===== src/rtl/cla_serial_adder.sv =====
// Nibble-serial multi-precision adder: one 4-bit carry-lookahead slice reused
// across WIDTH/4 cycles, with valid/ready handshakes on operands and result.

module cla_4b (
    input  logic [3:0] a,
    input  logic [3:0] b,
    input  logic       c_in,
    output logic [3:0] sum,
    output logic       c_out
);
    logic [3:0] g;
    logic [3:0] p;
    logic [4:0] c;

    always_comb begin
        g    = a & b;
        p    = a ^ b;
        c[0] = c_in;
        c[1] = g[0] | (p[0] & c_in);
        c[2] = g[1] | (p[1] & g[0]) | (p[1] & p[0] & c_in);
        c[3] = g[2] | (p[2] & g[1]) | (p[2] & p[1] & g[0])
             | (p[2] & p[1] & p[0] & c_in);
        c[4] = g[3] | (p[3] & g[2]) | (p[3] & p[2] & g[1])
             | (p[3] & p[2] & p[1] & g[0]) | (p[3] & p[2] & p[1] & p[0] & c_in);
        sum   = p ^ c[3:0];
        c_out = c[4];
    end
endmodule

module cla_serial_adder #(
    parameter int WIDTH = 16
) (
    input  logic             clk,
    input  logic             rst_n,
    input  logic             in_valid,
    output logic             in_ready,
    input  logic [WIDTH-1:0] a,
    input  logic [WIDTH-1:0] b,
    input  logic             c_in,
    output logic             out_valid,
    input  logic             out_ready,
    output logic [WIDTH-1:0] sum,
    output logic             c_out,
    output logic             ovf
);
    localparam int NIB   = WIDTH / 4;
    localparam int CNT_W = (NIB > 1) ? $clog2(NIB) : 1;

    typedef enum logic [1:0] {
        IDLE = 2'd0,
        RUN  = 2'd1,
        DONE = 2'd2
    } state_t;

    state_t             state_q, state_d;
    logic [CNT_W-1:0]   cnt_q, cnt_d;
    logic               carry_q, carry_d;
    logic [WIDTH-1:0]   sum_q, sum_d;
    logic               a_msb_q, a_msb_d;
    logic               b_msb_q, b_msb_d;
    logic [WIDTH-1:0]   a_sh_q, a_sh_d;
    logic [WIDTH-1:0]   b_sh_q, b_sh_d;

    logic [3:0]         cla_sum;
    logic               cla_c_out;
    logic [WIDTH+3:0]   sum_cat;
    logic               last_nib;

    cla_4b u_cla (
        .a     (a_sh_q[3:0]),
        .b     (b_sh_q[3:0]),
        .c_in  (carry_q),
        .sum   (cla_sum),
        .c_out (cla_c_out)
    );

    always_ff @(posedge clk or negedge rst_n) begin
        if (!rst_n) begin
            state_q <= IDLE;
            cnt_q   <= '0;
            carry_q <= 1'b0;
            sum_q   <= '0;
            a_msb_q <= 1'b0;
            b_msb_q <= 1'b0;
        end else begin
            state_q <= state_d;
            cnt_q   <= cnt_d;
            carry_q <= carry_d;
            sum_q   <= sum_d;
            a_msb_q <= a_msb_d;
            b_msb_q <= b_msb_d;
        end
    end

    // Operand shifters hold pure data and need no reset.
    always_ff @(posedge clk) begin
        a_sh_q <= a_sh_d;
        b_sh_q <= b_sh_d;
    end

    always_comb begin
        last_nib = (cnt_q == CNT_W'(NIB - 1));
        state_d  = state_q;
        case (state_q)
            IDLE:    if (in_valid)  state_d = RUN;
            RUN:     if (last_nib)  state_d = DONE;
            DONE:    if (out_ready) state_d = IDLE;
            default:                state_d = IDLE;
        endcase
    end

    always_comb begin
        a_sh_d  = a_sh_q;
        b_sh_d  = b_sh_q;
        cnt_d   = cnt_q;
        carry_d = carry_q;
        sum_d   = sum_q;
        a_msb_d = a_msb_q;
        b_msb_d = b_msb_q;
        // New nibble enters at the top so the LSB nibble ends up at bit 0.
        sum_cat = {cla_sum, sum_q};
        case (state_q)
            IDLE: begin
                if (in_valid) begin
                    a_sh_d  = a;
                    b_sh_d  = b;
                    carry_d = c_in;
                    a_msb_d = a[WIDTH-1];
                    b_msb_d = b[WIDTH-1];
                    cnt_d   = '0;
                end
            end
            RUN: begin
                a_sh_d  = a_sh_q >> 4;
                b_sh_d  = b_sh_q >> 4;
                sum_d   = sum_cat[WIDTH+3:4];
                carry_d = cla_c_out;
                cnt_d   = cnt_q + CNT_W'(1);
            end
            default: ;
        endcase
    end

    always_comb begin
        in_ready  = (state_q == IDLE);
        out_valid = (state_q == DONE);
        sum       = sum_q;
        c_out     = carry_q;
        ovf       = (a_msb_q == b_msb_q) && (sum_q[WIDTH-1] != a_msb_q);
    end
endmodule


===== config.mk =====
export PLATFORM = sky130hd
export DESIGN_NAME = cla_serial_adder
export DESIGN_NICKNAME = d
export VERILOG_FILES = /design/src/rtl/cla_serial_adder.sv
export SDC_FILE = /design/constraint.sdc
export NUM_CORES = 1
export LEC_CHECK = 0
export CAP_MARGIN = 0
export CORE_MARGIN = 2
export CORE_UTILIZATION = 53
export CTS_CLUSTER_SIZE = 25
export DETAILED_ROUTE_END_ITERATION = 16
export PLACE_DENSITY = 0.95
export SYNTH_ARGS = -nofsm -noshare
export SYNTH_HDL_FRONTEND = slang
export SYNTH_SLANG_ARGS = --single-unit

===== constraint.sdc =====
create_clock -name clk -period 3.3 [get_ports clk]
set_clock_uncertainty 0.1 [all_clocks]
set_input_delay 0.825 -clock clk [delete_from_list [all_inputs] [get_ports clk]]
set_output_delay 0.825 -clock clk [all_outputs]
set_load 0.03 [all_outputs]

; ---- Word level (Yosys, flattened, before mapping)
; Index checks and enable logic that the tools add are counted.
[word_totals]
reg_bits = 55
in_bits = 37
word_cells = 64
[classes]
add_sub_neg = 1
eq_ne = 8
n_mux = 12
bitwise_logic = 29
n_reduce_logical = 6
[op_table]
columns = op, n
row1 = case mux 16 bit (2 select lines), 2
row2 = 2-to-1 mux 16 bit, 2
row3 = bitwise AND 1 bit, 16
row4 = bitwise OR 1 bit, 10
row5 = 2-to-1 mux 2 bit, 4
row6 = XOR 4 bit, 2
row7 = case mux 2 bit (3 select lines), 1
row8 = bitwise AND 4 bit, 1
row9 = == test 2 bit (second input constant), 2
row10 = != test 2 bit (second input constant), 2
row11 = case mux 2 bit (2 select lines), 1
row12 = AND reduction 2 bit, 2
row13 = AND reduction 3 bit, 1
row14 = adder 2 x 1 -> 2 bit (second input constant), 1
row15 = == test 2 x 1 -> 1 bit (second input constant), 1
row16 = logical NOT 2 bit, 1
row17 = != test 2 x 1 -> 1 bit (second input constant), 1
row18 = case mux 1 bit (2 select lines), 1
row19 = nonzero test 2 bit, 1
row20 = == test 1 bit, 1
row21 = logical AND 1 bit, 1
row22 = 2-to-1 mux 1 bit, 1
row23 = != test 1 bit, 1

; ---- Longest topological paths before layout
; Gate-level depths: netlist of the first run.
[logic_depth]
word_depth = 7
mapped_depth = 5
mapped_depth_nobuf = 4

; ---- By module
; From an unflattened synthesis of the first run, not the netlist that was laid out.
[unflattened]
cells_unflattened = 156
hier_area_um2 = 2615.0
[modules_own_cells]
columns = mod, n_inst, cells_each, area_per_inst_um2, seq_area_each_um2
row1 = cla_serial_adder, 1, 139, 2467.4, 1536.5
row2 = cla_4b, 1, 17, 147.6, 0.0

; ---- Worst setup path before layout of the first run
; No wires, ideal clock.
[synth_timing]
kind = flip-flop to output port
start = register sum_q[15] (netlist: sum[15])
end = output ovf
arrival_time_ns = 1.244
t_required_ns = 2.375
slack_ns = 1.131
stages_incl_launch_ff = 2
n_path_buf = 0
cell_sequence = dfrtp_1 -> o21ai_0
[synth_via]
elab_chain_len = 2
[synth_rtl]
columns = item, line
row1 = start: declaration, 58  ; logic [WIDTH-1:0] sum_q, sum_d;
row2 = start signal: assignment, 89  ; sum_q <= sum_d;
row3 = != test 1 bit, 149  ; ovf = (a_msb_q == b_msb_q) && (sum_q[WIDTH-1] != a_msb_q);
row4 = logical AND 1 bit, 149
row5 = end: declaration, 44  ; output logic ovf
; No other way between the ends.

; ---- Final worst setup path of the first run
[layout_timing]
start = register state_q[1]
end = output out_valid
[layout_via]
elab_chain_len = 1
[layout_rtl]
columns = item, line
row1 = start: declaration, 55  ; state_t state_q, state_d;
row2 = start signal: assignment, 86  ; state_q <= state_d;
row3 = == test 2 bit, 146  ; out_valid = (state_q == DONE);
row4 = end: declaration, 40  ; output logic out_valid,
; No other way between the ends.

==> results of run 1 <==
-- area by class of cell --
cell class	instances	area, sq um
Sequential cell	55	1536
Fill cell	323	1276
Multi-Input combinational cell	164	798.3
Timing Repair Buffer	58	575.6
Clock buffer	8	80.08
Tap cell	52	65.06
Inverter	6	22.52
-- report_power, final --
group | internal [W] | switching [W] | total, W
logic | 0.000588 | 0.000954 | 0.00154
registers | 0.00119 | 0.000175 | 0.00136
clock network | 0.000151 | 0.000195 | 0.000347
-- per-layer routing --
metal / vias up / global-route usage
li1: 871 / -
met1: 824 / 0.2136
met2: 61 / 0.3652
met3: 12 / 0.04782
met4: 0 / 0.07128
met5: - / 0
-- Yosys cell counts, types with 2 or more instances --
| cell type | number | share of area |
|---|---|---|
| nand2_1 | 114 | 0.18 |
| ha_1 | 5 | 0.026 |
| buf_1 | 3 | 0.0047 |
| edfxtp_1 | 32 | 0.40 |
| mux2_2 | 2 | 0.0094 |
| buf_2 | 6 | 0.012 |
| nor2b_1 | 2 | 0.0052 |
| a211oi_1 | 2 | 0.0062 |
| o21ai_0 | 8 | 0.017 |
| nor2_1 | 5 | 0.0078 |
| inv_1 | 6 | 0.0094 |
| and2_1 | 10 | 0.026 |
| nand2b_1 | 2 | 0.0052 |
| a21o_1 | 2 | 0.0062 |
| a22o_1 | 2 | 0.0073 |
| dfrtp_1 | 23 | 0.24 |
-- sequential cells by signal, indices dropped and copies added (netlist names) --
signal / cells
sum: 16
a_msb_q: 1
b_sh_q: 16
cnt_q: 2
state_q: 2
c_out: 1
a_sh_q: 16
b_msb_q: 1
-- how the worst min path moves through the flow --
stage               endpoint  slack, ns  cells past startpoint
CTS                   sum[2]       0.38                      2
floorplan           cnt_q[0]       0.37                      1
global route          sum[2]       0.40                      2
detailed placement    sum[2]       0.36                      2
global placement      sum[0]       0.36                      2
finish                sum[2]       0.37                      2
-- worst max-delay path, cell delays in order, from the launching register on --
cell and delay, ns:
dfrtp_1 0.51, nor2b_1 0.23, clkdlybuf4s50_1 0.70
-- metrics by stage --
step	utilization	instances	instance area, sq um
4_1_cts	0.7069	343	3078
2_1_floorplan	-	235	2404
6_report	0.7069	343	3078
5_1_grt	0.7069	343	3078
3_5_place_dp	0.6885	335	2998
3_3_place_gp	0.6885	335	2998
-- cells by family (layout without fill, tap and decap cells) --
logic type	Yosys count	after routing	synth area share
adders and majority gates	6	6	0.03436
xor gates and xnor gates	1	1	0.003645
and+or+nand+nor	135	135	0.2285
buffers and inverters	16	72	0.02967
muxes	2	2	0.009369
DFF	55	55	0.6392
AOI/OAI and AO/OA	20	20	0.05518
==> results by stage, run 1 <==
Synthesis:
- The number of nets handed over by synthesis was ~280.
- The post-synthesis register bit count is 55.
- The share of flip-flops with an asynchronous set or reset after synthesis is 0.4182.
- The number of library cell types mapped by synthesis is 27.
- The number of enable-type register cells in the synthesized netlist is 32.
- Summing every instance area after synthesis gives ~2400 sq um.
- The mean area per synthesized cell is 10.23 sq um.
- The post-synthesis instance total is 235.
- During synthesis, Yosys emitted a total of 0 warnings.
- For this run, the register share of the synthesized area comes to 0.6393.
- In the synthesized netlist the dominant register cell turns out to be edfxtp_1.

Place:
- The post-detailed-placement half-perimeter wirelength is 3225 um.
- Port buffering added 56 buffers.
- The routability congestion estimate from global placement is roughly 0.86.
- Prior to clock tree synthesis, the placed netlist has a worst setup slack of 0.8751 ns.

Detailed routing:
- The detailed route wirelength on metal3 is 239 um.
- The post-route antenna net violation count is 0.
- The amount of wire on met2 after detailed routing is 2589 um.
- The first routing iteration left 139 violations.
- In this run the top signal layer used is met4.
- The met1 wire length is approximately 1900 um.
- After detailed routing, the number of vias per cell comes to 5.155.
- The first detailed-routing pass took 4 iterations.
- For this block, the routed nets add up to 4802 um of wire.
- For this run, design rule violations remaining after detail routing come to 0.
- Detailed routing inserted a total of between 1.5k and 2k vias.
- The average wire length per cell after detail routing is about 14 um.

STA:
- The share of the cycle needed by the critical path after routing is 0.8045.
- The total of endpoints with negative setup slack in the final report is 0.
- The highest clock rate is approximately 380 MHz.
- The final number of max-transition violations is 0.
- The worst-case headroom to the max-slew limit is 0.3269.
- For the pin with the worst max-slew slack, the measured transition is 1.006 ns.
- The hold slack is 0.3747 ns.
- Setup repair after global routing left no endpoint under its margin.
- The total negative setup slack is 0 ns.
- The number of hold violations in the final report is 0.
- The clock period minus final worst setup slack is 2.655 ns.
- In the post-route analysis, the smallest setup slack over all paths is 0.6450 ns.

CTS:
- Counting along the longest clock path gives a buffer depth of 2.
- TritonCTS created 5 clock buffers.
- The H-tree generated during clock tree synthesis spans 2 levels.
- The clock transition at the registers of the reported paths is 0.09 ns.
- The number of sinks handled by clock tree synthesis is 55.
- The number of buffers added to fix hold violations after cts is 0.
- TritonCTS built the clock tree.
- Buffers added to address setup during post-CTS repair amount to 0.
- The clock latency of the later-clocked register in the worst-skew pair is 0.30 ns.
- The cell at the root of the clock tree is clkbuf_8.
- In this run, post-CTS repair resized a total of 0 instances.

Floorplanning:
- The initial standard-cell utilization of the core is 0.5520.
- The die height is 71.34 um.
- For this design the top-level I/O count stands at between 50 and 60.
- The core region is 4354 sq um.
- In this run the core area contains 24 standard-cell rows.
- The die covers about 5100 sq um.
- The width of the chip is around 70 um.

Worst setup path:
- In this run the register-to-register setup slack is ~1.3 ns.
- In this run the worst setup path begins at state_q[1].
- STA classifies the critical path startpoint as a flop.
- The worst register-to-register path ends at c_out.
- The destination of the critical timing path is out_valid.
- Of all nets on the critical path, the largest fanout is 8.
- For the worst setup path, the data required time is 2.37 ns.
- The data arrival time at the worst-slack endpoint is 1.73 ns.
- In this run the critical register-to-register path is launched from state_q[1].
- Measured in cells, the most critical reg-to-reg path has a length of 3.
- By startpoint and endpoint, the worst setup path is classified as reg2out.
- The endpoint kind of the worst setup timing path is an output pin.

Cells and area:
- The library cell used most frequently in the layout, excluding fill and tap cells, is nand2_1.
- The layout overhead on the synthesized area is 28.06%.
- The net count of the finished layout is roughly 330.
- In the layout the commonest cells are nand2_1 (114), clkdlybuf4s50_1 (56), edfxtp_1 (32).
- In the final layout, the share of cells above drive strength 1 is 0.04124.
- The antenna cell count is 0.

Power:
- Total power for the finished layout comes to 0.003248 W.
- The worst-case IR drop observed on VDD is about 0.57 mV.
- The power per cell area is 1055 nW/um^2.
- Summed over all cells, the static leakage comes to 1.400 nW.

GRT:
- The number of antenna violations at the first check in global routing is 0.
- The first-pass GRT wire length is 7665 um.
- The remaining global-route overflow is 0.
- The via count of the first global-routing pass is 1724.
- The maximum number of pins on one net before global-route repair is 53.
- The total global-route track usage is 0.1956.

Worst hold path:
- The worst hold path class is reg2reg.
- The startpoint of the most critical hold path is sum[2].

Flow run:
- The number of max-capacitance violations reported is 0.

Outcome:
- The run finished with clean final reports.
Note: power is estimated with default switching activity, not from simulation.
==> run 2: changes to the inputs <==
--- a/config.mk
+++ b/config.mk
@@ -7,10 +7,10 @@
 export LEC_CHECK = 0
 export CAP_MARGIN = 0
 export CORE_MARGIN = 2
-export CORE_UTILIZATION = 53
+export CORE_UTILIZATION = 44
 export CTS_CLUSTER_SIZE = 25
 export DETAILED_ROUTE_END_ITERATION = 16
-export PLACE_DENSITY = 0.95
+export PLACE_DENSITY = 0.86
 export SYNTH_ARGS = -nofsm -noshare
 export SYNTH_HDL_FRONTEND = slang
 export SYNTH_SLANG_ARGS = --single-unit
==> constraint.sdc (replaced) <==
create_clock -name clk -period 2.4 [get_ports clk]
set_clock_uncertainty 0.1 [all_clocks]
set_input_delay 0.6 -clock clk [delete_from_list [all_inputs] [get_ports clk]]
set_output_delay 0.6 -clock clk [all_outputs]
set_load 0.03 [all_outputs]
==> results by stage, run 2 (synthesis results as in run 1) <==
CTS:
- The cell at the root of the clock tree is clkbuf_8.
- The count of H-tree levels built during CTS is 2.
- The clock passes through at most 2 buffers.
- The clock drives 55 sinks.
- The number of clock buffers inserted by TritonCTS is 5.
- The clock tree from TritonCTS is done.
- The clock latency of the later-clocked register in the worst-skew pair is 0.30 ns.
- After clock tree synthesis, the setup repair step added 0 buffers.
- The number of buffers added to fix hold violations after cts is 0.
- After clock tree synthesis, the clock-pin slew on the worst setup and hold paths is 0.09 ns.

Worst setup path:
- The worst flop-to-flop path startpoint is a_sh_q[0].
- The worst path required time is 1.70 ns.
- The number of cells on the worst reg-to-reg path is 4.
- On the critical path the largest part of the delay comes from buffers and inverters.
- The maximum fanout along the worst path is 5.
- The slowest stage of the critical path is the clkdlybuf4s50_1 cell.
- The data arrival time at the worst-slack endpoint is around 1.4 ns.
- The critical path start-end classification is reg2out.
- The element type at the critical path start is a flop.
- On the worst path, the slowest cell contributes a delay of 0.70 ns.
- The number of buffers and inverters on the critical path is 1.
- The startpoint of the worst setup timing path is c_out.
- The endpoint kind of the worst setup timing path is an output pin.
- The capture point of the worst reg-to-reg path is sum[15].
- The reg2reg setup slack is ~0.7 ns.
- The critical path goes through clkdlybuf4s50_1.

STA:
- The number of hold violations in the final report came to 0.
- The final number of max-transition violations is 0.
- Of the available clock period, the critical path in the final layout requires 0.8908.
- The transition at the pin with the smallest max-transition slack is 0.5773 ns.
- Adding up every negative setup slack in the final design gives 0 ns.
- The highest clock rate is 467.8 MHz.
- Setup repair after global routing left no endpoint under its margin.
- Setup slack on the critical path of the routed design comes to 0.2622 ns.
- Setup violations remaining at the end of the flow were counted as 0.
- Measured against its own limit, the worst slew margin works out to 0.6134.
- The routed design could run at a clock period as short as between 2 and 2.5 ns.

Detailed routing:
- The detailed route wirelength on metal3 is 214 um.
- Summed over all nets, wire length on met2 after detailed routing comes to 2181 um.
- The first routing iteration left between 70 and 80 violations.
- The iteration count of the initial detailed-routing pass is 4.
- After detailed routing, the total wire length is around 4500 um.
- Dividing the detail-routed via count by the number of cells gives between 4 and 5.
- The highest metal layer used by the detailed router is met4.
- In this run the remaining antenna-violating nets after routing total 0.
- The detailed router placed 1749 vias in this run.
- The met1 wire length is a little over 2000 um.
- The average wire length per cell after detail routing is roughly 12 um.
- In the routed design, unresolved DRC markers number 0.

Place:
- In this run the tool buffered the top-level ports with 56 buffer cells.
- The worst slack at placement is 0.3432 ns.
- The cell area after placement is 3068 sq um.
- The post-detailed-placement half-perimeter wirelength is 3315 um.
- At the end of routability-driven placement, the weighted congestion stood at 0.7818.

Cells and area:
- The total area of sequential cells is around 1500 sq um.
- The layout overhead on the synthesized area is 32.27%.
- In the final layout, the multi-input gates occupy 798.3 sq um.
- 0 antenna diodes ended up in the layout.
- The library cell used most frequently in the layout, excluding fill and tap cells, is nand2_1.
- Once layout is done, the placed cells without fillers occupy 3179 sq um.
- In the final design database the tool counted 336 nets.
- Fill cells in the final layout number between 400 and 500.
- The library cells used most frequently in the layout, excluding fill and tap cells, are nand2_1 (114), clkdlybuf4s50_1 (53), edfxtp_1 (32).
- Of the cells placed in the final design, the portion with a size suffix greater than 1 is 0.05782.

GRT:
- The number of antenna violations at the first check in global routing is 0.
- Entering global routing, the biggest net connects 33 pins.
- Global routing finished with a remaining overflow of 0.
- The via count of the first global-routing pass is 1680.
- The first global-routing pass estimated 7576 um of wire.
- The total global-route track usage is 0.1583.

Worst hold path:
- The destination of the worst hold path is sum[0].
- The hold path depth is 2.
- In this run the worst hold path is classified as reg2reg.
- In this run the most critical hold path is launched from sum[0].

Floorplanning:
- The number of I/O pins is 57.
- The width of the chip is 77.91 um.
- In this run the vertical extent of the chip is slightly below 80 um.
- The number of rows created at floorplan is 26.
- The floorplan step defined a core boundary enclosing 5205 sq um.
- The die covers 6070 sq um.
- For this configuration, the core starts out at a cell density of 0.4618.

Power:
- The worst supply voltage drop on vdd is 0.6594 mV.
- Dividing total power by cell area gives a power density of 1450 nW/um^2.
- The analysis attributes to cell leakage a power of 1.467 nW.
- Power comes to about 0.0046 W.

Flow run:
- The number of max-capacitance violations reported is 0.

Outcome:
- The run finished with clean final reports.
## run 2: what timing repair did
item | CTS | global route
cloned | 0 | 0
gates resized for setup | 1 | 2
endpoints found under the setup margin | 1 | 2
## run 2: stage by stage
stage / util / instances / hold slack [ns]
floorplan: - / 235 / 0.2044
global placement: 0.5894 / 356 / 0.3576
detailed placement: 0.5894 / 356 / 0.3624
CTS: 0.6099 / 364 / 0.3848
global route: 0.6108 / 364 / 0.4125
finish: 0.6108 / 364 / 0.3835
## run 2: layer usage
metal / up-vias / global-route usage
li1: 882 / -
met1: 814 / 0.2063
met2: 44 / 0.2647
met3: 9 / 0.03953
met4: 0 / 0.04211
met5: - / 0
## run 2: final cells by class
type                            count  share of cell area
Clock buffer                        5             0.02165
Clock inverter                      3             0.01220
Inverter                            6            0.007084
Multi-Input combinational cell    164              0.2511
Sequential cell                    55              0.4833
Tap cell                           70             0.02755
Timing Repair Buffer               61              0.1972
## run 2: how the worst max path moves through the flow
stage	to	slack, ns	depth (start not counted)
finish	c_out	0.26	1
global route	out_valid	0.21	2
CTS	ovf	0.03	4
detailed placement	out_valid	0.34	2
global placement	out_valid	0.35	2
floorplan	ovf	0.46	1
## run 2: where the power goes
part | total (W) | leakage, nW | switching [W] | internal (W)
Clock | 0.000585 | 0.0517 | 0.000280 | 0.000305
Combinational | 0.00216 | 0.793 | 0.00128 | 0.000879
Sequential | 0.00186 | 0.621 | 0.000236 | 0.00163
